$ cat src/rtl/seg_scan_ctrl_pkg.sv
// Shared constants and FSM state encoding for the seven-segment scan controller.
//   NUM_DIG  : number of multiplexed digits
//   SEL_W    : width of the digit select
//   AN_OFF   : anode pattern with every digit dark (anodes are active-low)
//   SEL_LAST : highest legal select value; the scan wraps to 0 after it
//   state_t  : IDLE / DEAD / ON scan states
package seg_scan_ctrl_pkg;

  localparam int unsigned NUM_DIG = 6;
  localparam int unsigned SEL_W   = 3;

  localparam logic [NUM_DIG-1:0] AN_OFF   = 6'b111111;
  localparam logic [SEL_W-1:0]   SEL_LAST = 3'd5;

  typedef enum logic [1:0] {
    ST_IDLE = 2'd0,
    ST_DEAD = 2'd1,
    ST_ON   = 2'd2
  } state_t;

endpackage

$ cat src/rtl/seg_scan_ctrl_scan_timer.sv
// Slot counter for the digit scan: runs 0..SCAN_DIV-1 while i_run is high and
// flags the last dead-time cycle and the last cycle of the slot.
//   clk, rst        : clock, synchronous active-high reset
//   i_run           : count enable; low holds the counter at 0
//   o_dead_done_c   : counter is on the last dead-time cycle (combinational)
//   o_slot_done_c   : counter is on the last cycle of the slot (combinational)
module seg_scan_ctrl_scan_timer #(
  parameter int unsigned SCAN_DIV = 50000,
  parameter int unsigned DEAD_CYC = 500,
  parameter int unsigned CNT_W    = 16
) (
  input  logic clk,
  input  logic rst,
  input  logic i_run,
  output logic o_dead_done_c,
  output logic o_slot_done_c
);

  logic [CNT_W-1:0] r_cnt;

  assign o_dead_done_c = (r_cnt == CNT_W'(DEAD_CYC - 1));
  assign o_slot_done_c = (r_cnt == CNT_W'(SCAN_DIV - 1));

  // Counter clears whenever scanning stops so every restart begins a fresh slot.
  always_ff @(posedge clk) begin
    if (rst || !i_run) begin
      r_cnt <= '0;
    end else if (o_slot_done_c) begin
      r_cnt <= '0;
    end else begin
      r_cnt <= r_cnt + CNT_W'(1);
    end
  end

endmodule

$ cat src/rtl/seg_scan_ctrl.sv
// Six-digit seven-segment scan controller. Drives the 6:1 digit mux select and
// the active-low anodes, with an all-dark dead-time gap at the start of every
// slot to suppress ghosting.
//   clk, rst    : clock, synchronous active-high reset
//   en          : scan enable; low forces IDLE (display dark, sel = 0)
//   dig_en      : per-digit enable mask
//   sel         : digit select to the mux, 0..5 (registered)
//   an          : digit anodes, active-low (registered)
//   frame_tick  : one-cycle pulse on the 5 -> 0 select wrap (registered)
//   blink       : per-digit blink mask, present only with SEG_BLINK_EN
// Build option SEG_BLINK_EN adds the blink port and a free-running blink phase.
module seg_scan_ctrl
  import seg_scan_ctrl_pkg::*;
#(
  parameter int unsigned SCAN_DIV   = 50000,
  parameter int unsigned DEAD_CYC   = 500,
  parameter int unsigned CNT_W      = 16,
  parameter int unsigned BLINK_HALF = 12500000
) (
  input  logic               clk,
  input  logic               rst,
  input  logic               en,
  input  logic [NUM_DIG-1:0] dig_en,
  output logic [SEL_W-1:0]   sel,
  output logic [NUM_DIG-1:0] an,
  output logic               frame_tick
`ifdef SEG_BLINK_EN
  ,
  input  logic [NUM_DIG-1:0] blink
`endif
);

  // Reject illegal parameter sets at elaboration.
  if (DEAD_CYC < 1 || DEAD_CYC >= SCAN_DIV || 64'(SCAN_DIV) >= (64'd1 << CNT_W)
      || BLINK_HALF < 1) begin : g_bad_param
    $error("seg_scan_ctrl: illegal SCAN_DIV/DEAD_CYC/CNT_W/BLINK_HALF");
  end

  state_t               r_state, w_state_nxt;
  logic [SEL_W-1:0]     r_sel, w_sel_nxt;
  logic [NUM_DIG-1:0]   r_an, w_an_nxt;
  logic                 r_frame_tick, w_frame_tick_nxt;
  logic                 w_dead_done, w_slot_done;
  logic                 w_run, w_lit;

  assign w_run = en && (r_state != ST_IDLE);

  seg_scan_ctrl_scan_timer #(
    .SCAN_DIV (SCAN_DIV),
    .DEAD_CYC (DEAD_CYC),
    .CNT_W    (CNT_W)
  ) u_scan_timer (
    .clk           (clk),
    .rst           (rst),
    .i_run         (w_run),
    .o_dead_done_c (w_dead_done),
    .o_slot_done_c (w_slot_done)
  );

`ifdef SEG_BLINK_EN
  localparam int unsigned BLINK_W = (BLINK_HALF > 1) ? $clog2(BLINK_HALF) : 1;

  logic [BLINK_W-1:0] r_blink_cnt;
  logic               r_phase;

  // Blink phase is free-running so the blink rate does not depend on en.
  always_ff @(posedge clk) begin
    if (rst) begin
      r_blink_cnt <= '0;
      r_phase     <= 1'b0;
    end else if (r_blink_cnt == BLINK_W'(BLINK_HALF - 1)) begin
      r_blink_cnt <= '0;
      r_phase     <= ~r_phase;
    end else begin
      r_blink_cnt <= r_blink_cnt + BLINK_W'(1);
    end
  end

  assign w_lit = dig_en[r_sel] & ~(blink[r_sel] & r_phase);
`else
  assign w_lit = dig_en[r_sel];
`endif

  // State and output registers.
  always_ff @(posedge clk) begin
    if (rst) begin
      r_state      <= ST_IDLE;
      r_sel        <= '0;
      r_an         <= AN_OFF;
      r_frame_tick <= 1'b0;
    end else begin
      r_state      <= w_state_nxt;
      r_sel        <= w_sel_nxt;
      r_an         <= w_an_nxt;
      r_frame_tick <= w_frame_tick_nxt;
    end
  end

  // Next state and next outputs; anodes default dark so sel only moves while dark.
  always_comb begin
    w_state_nxt      = r_state;
    w_sel_nxt        = r_sel;
    w_an_nxt         = AN_OFF;
    w_frame_tick_nxt = 1'b0;
    if (!en) begin
      w_state_nxt = ST_IDLE;
      w_sel_nxt   = '0;
    end else begin
      case (r_state)
        ST_IDLE: begin
          w_state_nxt = ST_DEAD;
          w_sel_nxt   = '0;
        end
        ST_DEAD: begin
          if (w_dead_done) begin
            w_state_nxt       = ST_ON;
            w_an_nxt[r_sel]   = ~w_lit;
          end
        end
        ST_ON: begin
          if (w_slot_done) begin
            w_state_nxt      = ST_DEAD;
            w_sel_nxt        = (r_sel == SEL_LAST) ? '0 : SEL_W'(r_sel + SEL_W'(1));
            w_frame_tick_nxt = (r_sel == SEL_LAST);
          end else begin
            w_an_nxt[r_sel] = ~w_lit;
          end
        end
        default: begin
          w_state_nxt = ST_IDLE;
          w_sel_nxt   = '0;
        end
      endcase
    end
  end

  assign sel        = r_sel;
  assign an         = r_an;
  assign frame_tick = r_frame_tick;

endmodule

$ cat config.mk
export PLATFORM = sky130hd
export DESIGN_NAME = seg_scan_ctrl
export DESIGN_NICKNAME = d
export VERILOG_FILES = /design/src/rtl/seg_scan_ctrl_pkg.sv /design/src/rtl/seg_scan_ctrl_scan_timer.sv /design/src/rtl/seg_scan_ctrl.sv
export SDC_FILE = /design/constraint.sdc
export NUM_CORES = 1
export LEC_CHECK = 0
export CAP_MARGIN = 20
export CELL_PAD_IN_SITES_DETAIL_PLACEMENT = 0
export CELL_PAD_IN_SITES_GLOBAL_PLACEMENT = 1
export CORE_MARGIN = 2
export CORE_UTILIZATION = 38
export CTS_BUF_LIST = sky130_fd_sc_hd__clkbuf_2
export CTS_CLUSTER_DIAMETER = 30
export DETAILED_ROUTE_END_ITERATION = 8
export GPL_ROUTABILITY_DRIVEN = 0
export PLACE_DENSITY = 0.83
export SETUP_SLACK_MARGIN = 0.4
export SYNTH_ARGS = -nofsm -noshare
export SYNTH_HDL_FRONTEND = slang
export SYNTH_SLANG_ARGS = --single-unit
$ cat constraint.sdc
create_clock -name clk -period 2.2 [get_ports clk]
set_clock_uncertainty 0.15 [all_clocks]
set_input_delay 0.44 -clock clk [delete_from_list [all_inputs] [get_ports clk]]
set_output_delay 0.44 -clock clk [all_outputs]
set_load 0.005 [all_outputs]
# Word-level counts from Yosys, hierarchy flattened
# Index checks and enable logic that the tools add are counted.
# classes
add_sub_neg	2
magnitude_cmp	2
n_eq_ne	7
muxes	13
bitwise	7
n_reduce_logical	11
# op_table
cell	count
adder 16 x 1 -> 16 bit, second input constant	1
equality test 16 bit, second input constant	1
equality test 16 x 9 -> 1 bit, second input constant	1
2-to-1 mux 6 bit	2
case mux 6 bit (2 select lines)	1
2-to-1 mux 3 bit	2
inverter 6 bit	1
bitwise OR 6 bit	1
case mux 2 bit (3 select lines)	1
case mux 3 bit (2 select lines)	1
inverter 1 bit	5
< comparator 3 x 4 -> 1 bit, second input constant	1
2-to-1 mux 2 bit	2
!= test 2 x 1 -> 1 bit, second input constant	2
AND reduction 2 bit	2
OR reduction 2 bit	2
OR reduction 4 bit	1
adder 3 x 1 -> 3 bit, second input constant	1
binary-select mux 1 bit (select 3 bit)	1
demux 1 bit (select 3 bit)	1
equality test 3 bit, second input constant	1
greater-or-equal comparator 3 x 1 -> 1 bit, second input constant	1
equality test 2 x 1 -> 1 bit, second input constant	1
equality test 2 bit, second input constant	1
6 further kinds	8
# word_totals
ff_bits	28
output_inout_bits	10

# Depth between registers and ports, before layout
# Gate-level depths: netlist (run 1).
# logic_depth
word_depth	8
depth_mapped	7

# Cells and area by module
# Synthesis (run 1) repeated with hierarchy kept, for this count alone.
# hier_totals
cells_unflattened	142
hier_area_um2	1318.8
# modules_own_cells
mod	n_inst	cells_per_inst	area_each_um2	seq_area_each_um2
seg_scan_ctrl_scan_timer	1	84	748.2	320.3
seg_scan_ctrl	1	58	570.5	240.2

# Least setup slack after synthesis (run 1)
# Ideal clock, no wire load.
# synth_timing
kind	reg2reg
from	reg u_scan_timer.r_cnt[11]
to	reg r_sel[0], in the netlist sel[0]
setup_ns	0.117
arrival_ns	1.871
required_ns	1.933
slack_ns	0.062
path_stages_with_launch	5
path_cell_list	dfxtp_1 or4_4 or4_4 a21o_1 a32o_2
# synth_between
elab_chain_len	3
# synth_lines
item	line	rtl
start: declaration	seg_scan_ctrl_scan_timer.sv:19	logic [CNT_W-1:0] r_cnt;
start signal: assignment	seg_scan_ctrl_scan_timer.sv:31	r_cnt <= r_cnt + CNT_W'(1);
equality test 16 bit	seg_scan_ctrl_scan_timer.sv:22	assign o_slot_done_c = (r_cnt == CNT_W'(SCAN_DIV - 1));
!= test 2 x 1 -> 1 bit (no line)	-	
AND reduction 2 bit (no line)	-	
end signal: assignment	seg_scan_ctrl.sv:93	r_sel <= w_sel_nxt;
end: declaration	seg_scan_ctrl.sv:40	logic [SEL_W-1:0] r_sel, w_sel_nxt;
# No other way between the ends.
# A chain may end at the register's enable or synchronous reset.

# Worst setup path after layout (run 1)
# Same ends and word-level chain as after synthesis.

==> impl_summary.md, run 1 <==
Status
The run finished with clean final reports.

STA
Setup slack on the critical path of the routed design comes to 31.1 ps. Setup total negative slack on the finished layout was measured at 0 ps. Setup violations remaining at the end of the flow were counted as 0. The final-report hold violation count is 0. The worst path needs 2170 ps of the cycle, external delays included.

Measured against its own limit, the worst slew margin works out to 71.6%. Setup repair after global routing could not meet its margin everywhere. The maximum operating frequency is 461 MHz. At the pin with the least slew margin, the transition time is 426 ps. The number of pins with negative max-slew slack in the final report is 0. The share of the clock period used by the worst path is 98.6%.

Clock network
The clock passes through at most 2 buffers. The root cell of the clock tree is sky130_fd_sc_hd__clkbuf_2. Counting the buffers created by CTS gives 3. The TritonCTS clock tree is built.

The number of sinks handled by clock tree synthesis is 28. The clock reaches the later pin of the worst-skew pair after 370 ps. The H-tree depth is 1. After clock tree synthesis, the clock-pin slew on the worst setup and hold paths is 250 ps.

Yosys
The synthesized instance count is 150. The synthesized design contains 28 register bits. The number of synthesis warnings is 0.

The summed instance area of the synthesized netlist is 1350 sq um. Counting every net in the synthesized netlist gives 164. Of the synthesized area, sequential elements account for 41.4%. The netlist uses 38 different library cells. The synthesized area divided by synthesized cell count is 9.03 sq um.

Worst setup path
In this run the worst path has a maximum fanout of 4. Data on the critical path arrives at its endpoint at 2330 ps. The critical path endpoint category is a register. The critical path in this run is classified as reg2reg. The critical path startpoint category is a register. STA puts the critical path data required time at 2360 ps.

Routing
The iteration count of the initial detailed-routing pass is 4. The detailed router used layers up to and including met4. The total number of vias is 1,219. For this run, design rule violations remaining after detail routing come to 0. After detailed routing, the met3 layer carries 70 um of wire. The routed via count divided by cell count is 5.37. The detail-routed net length per standard cell is 13.8 um. The met1 wire length is 1.45 mm.

The post-detailed-routing wire length is 3.13 mm. The routed design uses 1.55 mm of met2 wire. The number of design-rule violations left by the first detailed-router iteration is 18.

The number of nets with antenna violations after routing is 0.

Die
For this configuration, the core starts out at a cell density of 39.9%. The area of the die is 4060 sq um. The standard-cell row count is 21. Measured along the y axis, the die boundary spans 63.7 um. The floorplan step defined a core boundary enclosing 3390 sq um. The boundary pin count is 19.

The die span in x is 63.7 um.

Power and ir drop
Combinational cells account for 11.1% of the total power. Dividing total power by cell area gives a power density of 448 nW/um^2. The cell-internal power is 0.000604 W. The analysis attributes to net switching a power of 0.000194 W.

Per report_power, the clock group accounts for 23.7% of the total. The leakage power total is 0.645 nW. The maximum vdd ir drop is 0.264 mV. Per report_power, the sequential group accounts for 65.2% of the total. Of the total power, the share spent switching nets is 24.3%.

Cells and area
Cells with a size suffix above 1 make up 22.7% of the layout. The area growth from synthesis to layout is 31.4%. The commonest non-fill, non-tap cell in the layout is sky130_fd_sc_hd__nor2_1. The number of antenna diodes in the final layout is 0. The number of filler instances in the final layout is 318. Once layout is complete, the cells apart from fillers number 227. In the final design database the tool counted 196 nets. The top cell types in the final layout, fill and taps aside, are sky130_fd_sc_hd__nor2_1 (22), sky130_fd_sc_hd__dfxtp_1 (20), sky130_fd_sc_hd__buf_4 (13).

Run
Across the run, the number of max-cap violations was 0.

Global routing
The number of antenna violations at the first check in global routing came to 0. The via count of the first global-routing pass is 1,157. Global routing finished with a remaining overflow of 0. The first global-routing pass estimated 5.34 mm of wire. The global-route total usage across every layer is 16.7%.

Entering global routing, the biggest net connects 16 pins.

Place
The placed wire-length estimate after detailed placement is 2.09 mm. Input and output buffers added on the ports amount to 18. Timing analysis after detailed placement gives a worst setup slack of 25.5 ps. The number of cells in the design after placement is 216.

Min path
In this run the worst hold path is classified as reg2reg.
final timing paths:
kind	start	endpoint	slack (ps)	cells past startpoint
max reg2reg	u_scan_timer.r_cnt[11]	sel[0]	30	4
max	u_scan_timer.r_cnt[11]	sel[0]	30	4
min	u_scan_timer.r_cnt[0]	u_scan_timer.r_cnt[0]	340	1
min reg2reg	u_scan_timer.r_cnt[0]	u_scan_timer.r_cnt[0]	340	1
cell type report:
type,instances,area [sq um],area share (%)
Multi-Input combinational cell,110,781,43.9
Sequential cell,28,571,32.1
Timing Repair Buffer,34,333,18.7
Tap cell,46,57.6,3.23
Inverter,5,18.8,1.05
Clock buffer,3,15.0,0.844
Clock inverter,1,3.75,0.211
flip-flops by register name (all words and copies together) (netlist names):
signal,count
an,6
frame_tick,1
sel,3
r_state,2
u_scan_timer.r_cnt,16
power by group through the flow:
stage / registers, W / clock network (W) / logic, W
2_1_floorplan: 0.000530 / 0 / 0.0000423
6_report: 0.000521 / 0.000189 / 0.0000883
5_1_grt: 0.000523 / 0.000220 / 0.0000977
4_1_cts: 0.000521 / 0.000193 / 0.0000862
3_3_place_gp: 0.000530 / 0 / 0.0000778
3_5_place_dp: 0.000531 / 0 / 0.0000791
cell usage after synthesis:
library cell | number | area, sq um
sky130_fd_sc_hd__a21o_1 | 1 | 7.51
sky130_fd_sc_hd__a21oi_1 | 4 | 20.0
sky130_fd_sc_hd__a22oi_2 | 1 | 12.5
sky130_fd_sc_hd__a31o_2 | 2 | 17.5
sky130_fd_sc_hd__a32o_2 | 1 | 11.3
sky130_fd_sc_hd__and2_1 | 1 | 6.26
sky130_fd_sc_hd__and3b_1 | 1 | 8.76
sky130_fd_sc_hd__and4_1 | 3 | 26.3
sky130_fd_sc_hd__and4_2 | 2 | 20.0
sky130_fd_sc_hd__buf_2 | 2 | 10.0
sky130_fd_sc_hd__clkbuf_1 | 5 | 18.8
sky130_fd_sc_hd__dfxtp_1 | 28 | 561
sky130_fd_sc_hd__ha_1 | 5 | 62.6
sky130_fd_sc_hd__inv_1 | 5 | 18.8
sky130_fd_sc_hd__mux2i_1 | 1 | 10.0
sky130_fd_sc_hd__nand2_1 | 9 | 33.8
sky130_fd_sc_hd__nand2b_1 | 3 | 18.8
sky130_fd_sc_hd__nand3_1 | 7 | 35.0
sky130_fd_sc_hd__nand3b_1 | 1 | 7.51
sky130_fd_sc_hd__nand4_1 | 7 | 43.8
sky130_fd_sc_hd__nand4b_1 | 1 | 8.76
sky130_fd_sc_hd__nor2_1 | 22 | 82.6
sky130_fd_sc_hd__nor2b_1 | 3 | 18.8
sky130_fd_sc_hd__nor3_1 | 4 | 20.0
sky130_fd_sc_hd__nor4_1 | 1 | 6.26
sky130_fd_sc_hd__nor4_2 | 1 | 12.5
sky130_fd_sc_hd__nor4b_1 | 1 | 8.76
sky130_fd_sc_hd__nor4bb_1 | 1 | 10.0
sky130_fd_sc_hd__o211a_1 | 1 | 10.0
sky130_fd_sc_hd__o211ai_1 | 4 | 30.0
sky130_fd_sc_hd__o221ai_1 | 2 | 17.5
sky130_fd_sc_hd__o41ai_1 | 1 | 8.76
sky130_fd_sc_hd__or3_1 | 2 | 12.5
sky130_fd_sc_hd__or4_4 | 2 | 22.5
sky130_fd_sc_hd__or4b_2 | 1 | 10.0
sky130_fd_sc_hd__or4bb_1 | 1 | 11.3
sky130_fd_sc_hd__xnor2_1 | 3 | 26.3
sky130_fd_sc_hd__xor2_1 | 10 | 87.6
through the flow:
step	hold WS (ps)	utilization, %	power (W)	instance area, sq um
after floorplan	276	-	0.000573	1360
after global placement	289	48.6	0.000608	1650
after detailed placement	301	48.6	0.000610	1650
after CTS	344	51.9	0.000800	1760
after global routing	388	52.5	0.000841	1780
final	340	52.5	0.000798	1780
timing repair:
action	in CTS	in global routing
pin swaps	6	2
gates cloned	1	0
setup endpoints to repair	38	31
resized for setup	15	4
hold buffers	0	0
buffers inserted	6	0
logic make-up after synthesis:
| logic type | count (synthesis) | share of synthesized area, % |
|---|---|---|
| fa+ha+maj | 5 | 4.62 |
| buf+inv | 12 | 3.51 |
| simple gates | 74 | 31.3 |
| flops | 28 | 41.4 |
| mux | 1 | 0.739 |
| compound gates | 17 | 9.98 |
| xor+xnor | 13 | 8.41 |
routing by layer:
| layer | global-route usage [%] | vias up |
|---|---|---|
| met5 | 0 | - |
| met4 | 7.34 | 0 |
| met3 | 2.32 | 7 |
| met2 | 27.4 | 21 |
| met1 | 21.7 | 586 |
| li1 | - | 605 |
worst max-delay path, stage by stage, from the launching register on:
cell and delay [ps]:
sky130_fd_sc_hd__dfxtp_2 380, sky130_fd_sc_hd__or4_4 530, sky130_fd_sc_hd__or4_4 580, sky130_fd_sc_hd__a21o_1 210, sky130_fd_sc_hd__a32o_2 270
(Power assumes the default switching activity.)
==> run 2, diff against run 1 <==
clock period = 1.8 ns   (was 2.2 ns; I/O delays follow)
==> impl_summary.md, run 2 (synthesis results as in run 1) <==
STA
The minimum period implied by the final worst setup slack is 2120 ps (-46.0 ps). The worst setup margin is -323 ps (-354 ps). The number of setup violations in the final report is 30 (+30).

Setup repair after global routing could not meet its margin everywhere. The maximum operating frequency is 471 MHz (+2.2%). The number of pins with negative max-slew slack in the final report came to 0 (unchanged).

The share of the clock period used by the worst path is 118% (+19 points). The measured slew at the worst slew-check pin was 364 ps (-61.6 ps). The final-report hold violation count is 0 (unchanged). The worst-case headroom to the max-slew limit is 75.6% (+4.0 points).

Cells and area
The total non-filler cell area in the finished layout came to 2020 sq um (+13%). The final-stage net count is 213 (+8.7%). The post-route core utilization came to 59.5% (+7.1 points). The library cell used most frequently in the layout, excluding fill and tap cells, is sky130_fd_sc_hd__buf_4. In the layout the commonest cells are sky130_fd_sc_hd__buf_4 (28), sky130_fd_sc_hd__dfxtp_1 (16), sky130_fd_sc_hd__dfxtp_2 (12). The ratio of cells with drive above 1 in the final layout was 44.4% (+22 points). The number of antenna repair diodes came to 0 (unchanged). The number of flip-flops under the largest register name came to 16 (unchanged). The area growth from synthesis to layout is 49.1%. Counting flops per register, the top entry is u_scan_timer.r_cnt.

Routing
The iteration count of the initial detailed-routing pass came to 4 (unchanged). The detailed-route DRC error count is 0 (unchanged). The number of design-rule violations left by the first detailed-router iteration is 62 (+44). The detail-routed net length per standard cell is 13.7 um (-0.70%). The post-detailed-routing wire length came to 3.34 mm (+6.7%). The routed via count divided by cell count is 5.26 (-2.0%).

The total number of vias is 1,284 (+5.3%). The number of nets with antenna violations after routing is 0 (unchanged).

Clock network
The H-tree depth is 1 (unchanged). The number of sinks handled by clock tree synthesis is 28 (unchanged). The buffer levels on the longest clock path is 2 (unchanged).

The number of buffers created by CTS is 3 (unchanged). The tree is rooted in a sky130_fd_sc_hd__clkbuf_2. TritonCTS built the clock tree. The clock-pin transition on the worst setup and hold timing paths came to 290 ps (+40 ps). The clock insertion delay at the later pin of the skew report is 390 ps (+20 ps).

Min path
The number of cells traversed by the worst hold path was 2 (+1). The min-delay analysis places its worst path in the category reg2reg.

Die
The total core area was 3390 sq um (unchanged). The standard-cell row count is 21 (unchanged). The vertical die dimension is 63.7 um (unchanged). The die span in x is 63.7 um (unchanged). The boundary pin count was 19 (unchanged). The area of the die was 4060 sq um (unchanged). The effective utilization at floorplan is 39.9% (unchanged).

Power and ir drop
The total power divided by cell area is 570 nW/um^2 (+27%). The leakage power total is 0.750 nW (+16%). The maximum vdd ir drop was 0.321 mV (+22%).

Worst setup path
The cell at the slowest stage of the critical path is sky130_fd_sc_hd__or4_4. Walking the worst path, the cells encountered are or4bb_4 -> or4_4 -> a21o_1 -> a32o_2. The required arrival time at the worst endpoint is 1990 ps (-370 ps). The critical path's top delay family is simple AND/OR/NAND/NOR gates. The critical path startpoint category is a register. The maximum fanout count along the critical path is 3 (-1). The number of buffers and inverters on the critical path was 0 (unchanged). The worst reg2reg path depth is 4 (unchanged). The depth of the critical timing path with buffers and inverters included is 4 (unchanged). The path type of the worst setup path is reg2reg. The data arrival time of the critical path is 2310 ps (-20 ps). STA classifies the critical path endpoint as a register. The highest cell delay on the worst timing path is 570 ps (about the same).

Global routing
The aggregate global routing overflow is 0 (unchanged). The via count of the first global-routing pass is 1,261 (+9.0%). The global-route total usage across every layer is 17.7% (+1.0 points). The global-route wire length before repair is 5.69 mm (+6.6%). The largest net degree at the start of global routing is 17 (+1). The number of antenna violations at the first check in global routing is 0 (unchanged).

Place
The total of buffers placed on input and output ports came to 18 (unchanged). The total cell area at the placement stage is 1800 sq um (+9.1%). The placed wire-length estimate after detailed placement is 2.36 mm (+13%).

Status
The run finished, with violations left. The final reports fail on negative setup slack.

Run
The max-capacitance violation count is 0 (unchanged).
## run 2: cell types whose count changed in the layout (fill, tap and decap cells not counted), moves of 5 or more
cell | before | now
sky130_fd_sc_hd__buf_4 | 13 | 28
sky130_fd_sc_hd__nor2_1 | 22 | 8
sky130_fd_sc_hd__nor2_2 | 0 | 8
sky130_fd_sc_hd__dlygate4sd2_1 | 7 | 0
sky130_fd_sc_hd__nor2_4 | 0 | 6
sky130_fd_sc_hd__buf_2 | 0 | 5
## run 2: where the power goes
| part | internal (W) | total (W) | switching (W) |
|---|---|---|---|
| logic | 0.0000645 | 0.000121 | 0.0000568 |
| clock network | 0.000191 | 0.000391 | 0.000200 |
| registers | 0.000632 | 0.000637 | 0.00000553 |
## run 2: final timing paths
| check | start | end | slack, ps |
|---|---|---|---|
| hold reg to reg | r_state[0] | r_state[0] | 380 |
| setup reg to reg | u_scan_timer.r_cnt[5] | sel[0] | -320 |
| setup / recovery | u_scan_timer.r_cnt[5] | sel[0] | -320 |
| hold / removal | r_state[0] | r_state[0] | 380 |
## run 2: what timing repair did
action	4_1_cts	5_1_grt
buffers inserted	3	0
hold buffers	0	0
cloned	1	0
endpoints found under the setup margin	38	38
pin swaps	11	9
resized for setup	45	27
## run 2: worst register-to-register path, stage by stage (launching register included)
cell,delay [ps]
sky130_fd_sc_hd__dfxtp_2,390
sky130_fd_sc_hd__or4bb_4,540
sky130_fd_sc_hd__or4_4,570
sky130_fd_sc_hd__a21o_1,190
sky130_fd_sc_hd__a32o_2,250
## run 2: stage by stage
step                      TNS [ps]  cells  hold slack [ps]  total power (W)  setup WS, ps
after CTS                    -5880    244              381          0.00115          -316
final                        -5940    244              383          0.00115          -323
after floorplan              -3670    150              276         0.000700          -299
after global placement       -2330    236              335         0.000745          -270
after global routing         -7830    244              406          0.00119          -353
after detailed placement     -2890    236              352         0.000750          -298
## run 2: cell type report
cell class,count,area [sq um]
fill,275,1370
inverter,5,18.8
timing repair buffer,51,458
clock buffer,3,15.0
clock inverter,1,30.0
sequential,28,576
multi-input combinational,110,863
tap,46,57.6
## run 2: metal layers
metal  track usage, %  vias to the layer above  wire length, um  part of all wire, %
met4             7.34                        0               77                  2.3
met3             2.50                        9              117                  3.5
li1                 -                      634                -                    -
met5                0                        -                0                    0
met1             22.3                      613             1490                   44
met2             30.0                       28             1660                   50
==> run 3, diff against run 2 <==
==> constraint.sdc (replaced) <==
create_clock -name clk -period 1.8 [get_ports clk]
set_clock_uncertainty 0.15 [all_clocks]
set_input_delay 0.36 -clock clk [delete_from_list [all_inputs] [get_ports clk]]
set_output_delay 0.36 -clock clk [all_outputs]
set_load 0.05 [all_outputs]
==> impl_summary.md, run 3 (synthesis results as in run 1) <==
Clock network
The number of sinks handled by clock tree synthesis is 28 (unchanged). The H-tree depth is 1 (unchanged). The buffer levels on the longest clock path came to 2 (unchanged). The clock insertion delay at the later pin of the skew report is 400 ps (about the same). The number of buffers created by CTS is 3 (unchanged). The TritonCTS clock tree is built. In this run the clock root is driven by a sky130_fd_sc_hd__clkbuf_2.

The clock-pin transition on the worst setup and hold timing paths came to 280 ps (about the same).

Routing
The total number of vias was 1,329 (+3.5%). The post-detailed-routing wire length is 3.77 mm (+13%). The number of design-rule violations left by the first detailed-router iteration is 56 (-9.7%). The detailed-route DRC error count was 0 (unchanged). The iteration count of the initial detailed-routing pass was 4 (unchanged). The routed via count divided by cell count came to 5.42 (+3.1%).

The number of nets with antenna violations after routing is 0 (unchanged). The detail-routed net length per standard cell was 15.4 um (+12%).

Cells and area
The final-stage net count is 214 (+0.47%). The signed area change from the synthesized netlist to the final layout is 57.8%. The number of antenna repair diodes was 0 (unchanged). The number of flip-flops under the largest register name was 16 (unchanged). The number of filler instances in the final layout came to 270 (-1.8%).

The commonest non-fill, non-tap cell in the layout is sky130_fd_sc_hd__buf_4. The ratio of cells with drive above 1 in the final layout is 45.2% (+0.78 points). The area of combinational cells with multiple inputs is 878 sq um (+1.7%). The top cell types in the final layout, fill and taps aside, are sky130_fd_sc_hd__buf_4 (29), sky130_fd_sc_hd__dfxtp_1 (14), sky130_fd_sc_hd__nor2_4 (13). The area used by sequential logic in the layout is 583 sq um (+1.3%).

The post-route core utilization was 63.0% (+3.5 points). The register with the highest flop count is u_scan_timer.r_cnt.

Global routing
The aggregate global routing overflow is 0 (unchanged). The global-route wire length before repair is 5.70 mm (+0.12%). The global-route total usage across every layer is 17.7% (+0.051 points). The largest net degree at the start of global routing is 17 (unchanged). The number of antenna violations at the first check in global routing is 0 (unchanged). The via count of the first global-routing pass came to 1,282 (+1.7%).

Die
The total core area is 3390 sq um (unchanged). The area of the die is 4060 sq um (unchanged). The effective utilization at floorplan was 39.9% (unchanged). The standard-cell row count is 21 (unchanged). The vertical die dimension was 63.7 um (unchanged). The die span in x is 63.7 um (unchanged). The boundary pin count is 19 (unchanged).

Place
The placed wire-length estimate after detailed placement is 2.37 mm (+0.34%). The total of buffers placed on input and output ports was 18 (unchanged). The worst slack after detailed placement is -279 ps (+18.6 ps).

Power and ir drop
The cell-internal power was 0.000892 W (+0.51%). The overall power consumption is 0.00119 W (+3.2%). The part of the total power dissipated in sequential elements is 53.7% (-1.7 points). The total power divided by cell area was 555 nW/um^2 (-2.5%).

The leakage power total is 0.791 nW (+5.5%). The net switching fraction of the power is 24.8% (+2.0 points). The part of the power in combinational logic came to 12.7% (+2.1 points).

The maximum vdd ir drop is 0.301 mV (-6.0%). The part of the power in the clock network is 33.6% (-0.4 points). The power dissipated by switching net loads is 0.000294 W (+12%).

STA
The minimum period implied by the final worst setup slack is 2220 ps (+93.5 ps). The worst setup margin is -416 ps (-93.5 ps). The number of setup violations in the final report is 28 (-6.7%). The measured slew at the worst slew-check pin is 452 ps (+88.1 ps).

The maximum operating frequency is 451 MHz (-4.2%). The tightest hold margin came to 412 ps (+29.0 ps). The final total negative setup slack came to -6740 ps (-793 ps). The share of the clock period used by the worst path was 123% (+5.2 points). Setup repair after global routing could not meet its margin everywhere.

The worst-case headroom to the max-slew limit is 69.8% (-5.8 points). The number of pins with negative max-slew slack in the final report is 0 (unchanged). The final-report hold violation count is 0 (unchanged).

Worst setup path
The worst setup path is of the reg2reg kind. The required arrival time at the worst endpoint came to 1990 ps (about the same). The maximum fanout count along the critical path came to 3 (unchanged). The data arrival time of the critical path is 2400 ps (+90 ps). The critical path startpoint category is a register. The critical path endpoint category is a register.

Status
The run finished, with violations left. The checks that failed: negative setup slack.

Min path
The tightest min-delay check is of the reg2reg type.

Run
The max-capacitance violation count came to 0 (unchanged).
run 3: cell count changes in the layout (fill, tap and decap cells not counted), sizes merged:
cell,previous run,this run
buf,40,44
clkdlybuf4s50,11,8
run 3: through the flow:
stage / instance area [sq um] / cells
5_1_grt: 2140 / 245
3_5_place_dp: 1800 / 235
2_1_floorplan: 1360 / 150
6_report: 2140 / 245
3_3_place_gp: 1800 / 235
4_1_cts: 1990 / 243
run 3: power by group through the flow:
stage	sequential, W	clock (W)	combinational, W
after floorplan	0.000666	0	0.0000517
after global placement	0.000648	0	0.000113
after detailed placement	0.000648	0	0.000117
after CTS	0.000636	0.000396	0.000135
after global routing	0.000639	0.000425	0.000161
final	0.000637	0.000398	0.000151
run 3: critical path, stage by stage (launching register included):
cell,delay [ps]
sky130_fd_sc_hd__dfxtp_2,390
sky130_fd_sc_hd__or4bb_1,560
sky130_fd_sc_hd__or4_4,590
sky130_fd_sc_hd__a21o_1,200
sky130_fd_sc_hd__a32o_2,270
run 3: path summary, 6_finish.rpt:
kind	from	endpoint	slack, ps	depth (start not counted)
worst max-delay path	u_scan_timer.r_cnt[5]	sel[0]	-420	4
worst min-delay path	r_state[0]	r_state[0]	410	2
worst max register to register	u_scan_timer.r_cnt[5]	sel[0]	-420	4
worst min register to register	r_state[0]	r_state[0]	410	2
run 3: cell type report:
| cell class | instances | area share, % |
|---|---|---|
| sequential | 28 | 27.3 |
| tap | 46 | 2.69 |
| clock inverter | 1 | 1.41 |
| clock buffer | 3 | 0.703 |
| inverter | 5 | 0.879 |
| timing repair buffer | 52 | 25.9 |
| multi-input combinational | 110 | 41.1 |
run 3: per-layer routing:
metal,GRT usage [%],share of wire (%),up-vias
met4,7.61,2.4,0
li1,-,-,637
met1,22.3,43,648
met5,0,0,-
met2,29.7,52,34
met3,3.04,3.2,10
run 3: timing repair:
action                                  in CTS  in global routing
hold buffers                                 0                  0
cloned                                       1                  0
gates resized for setup                     32                 30
buffers inserted                             3                  2
pin swaps                                    1                 15
endpoints found under the setup margin      38                 38
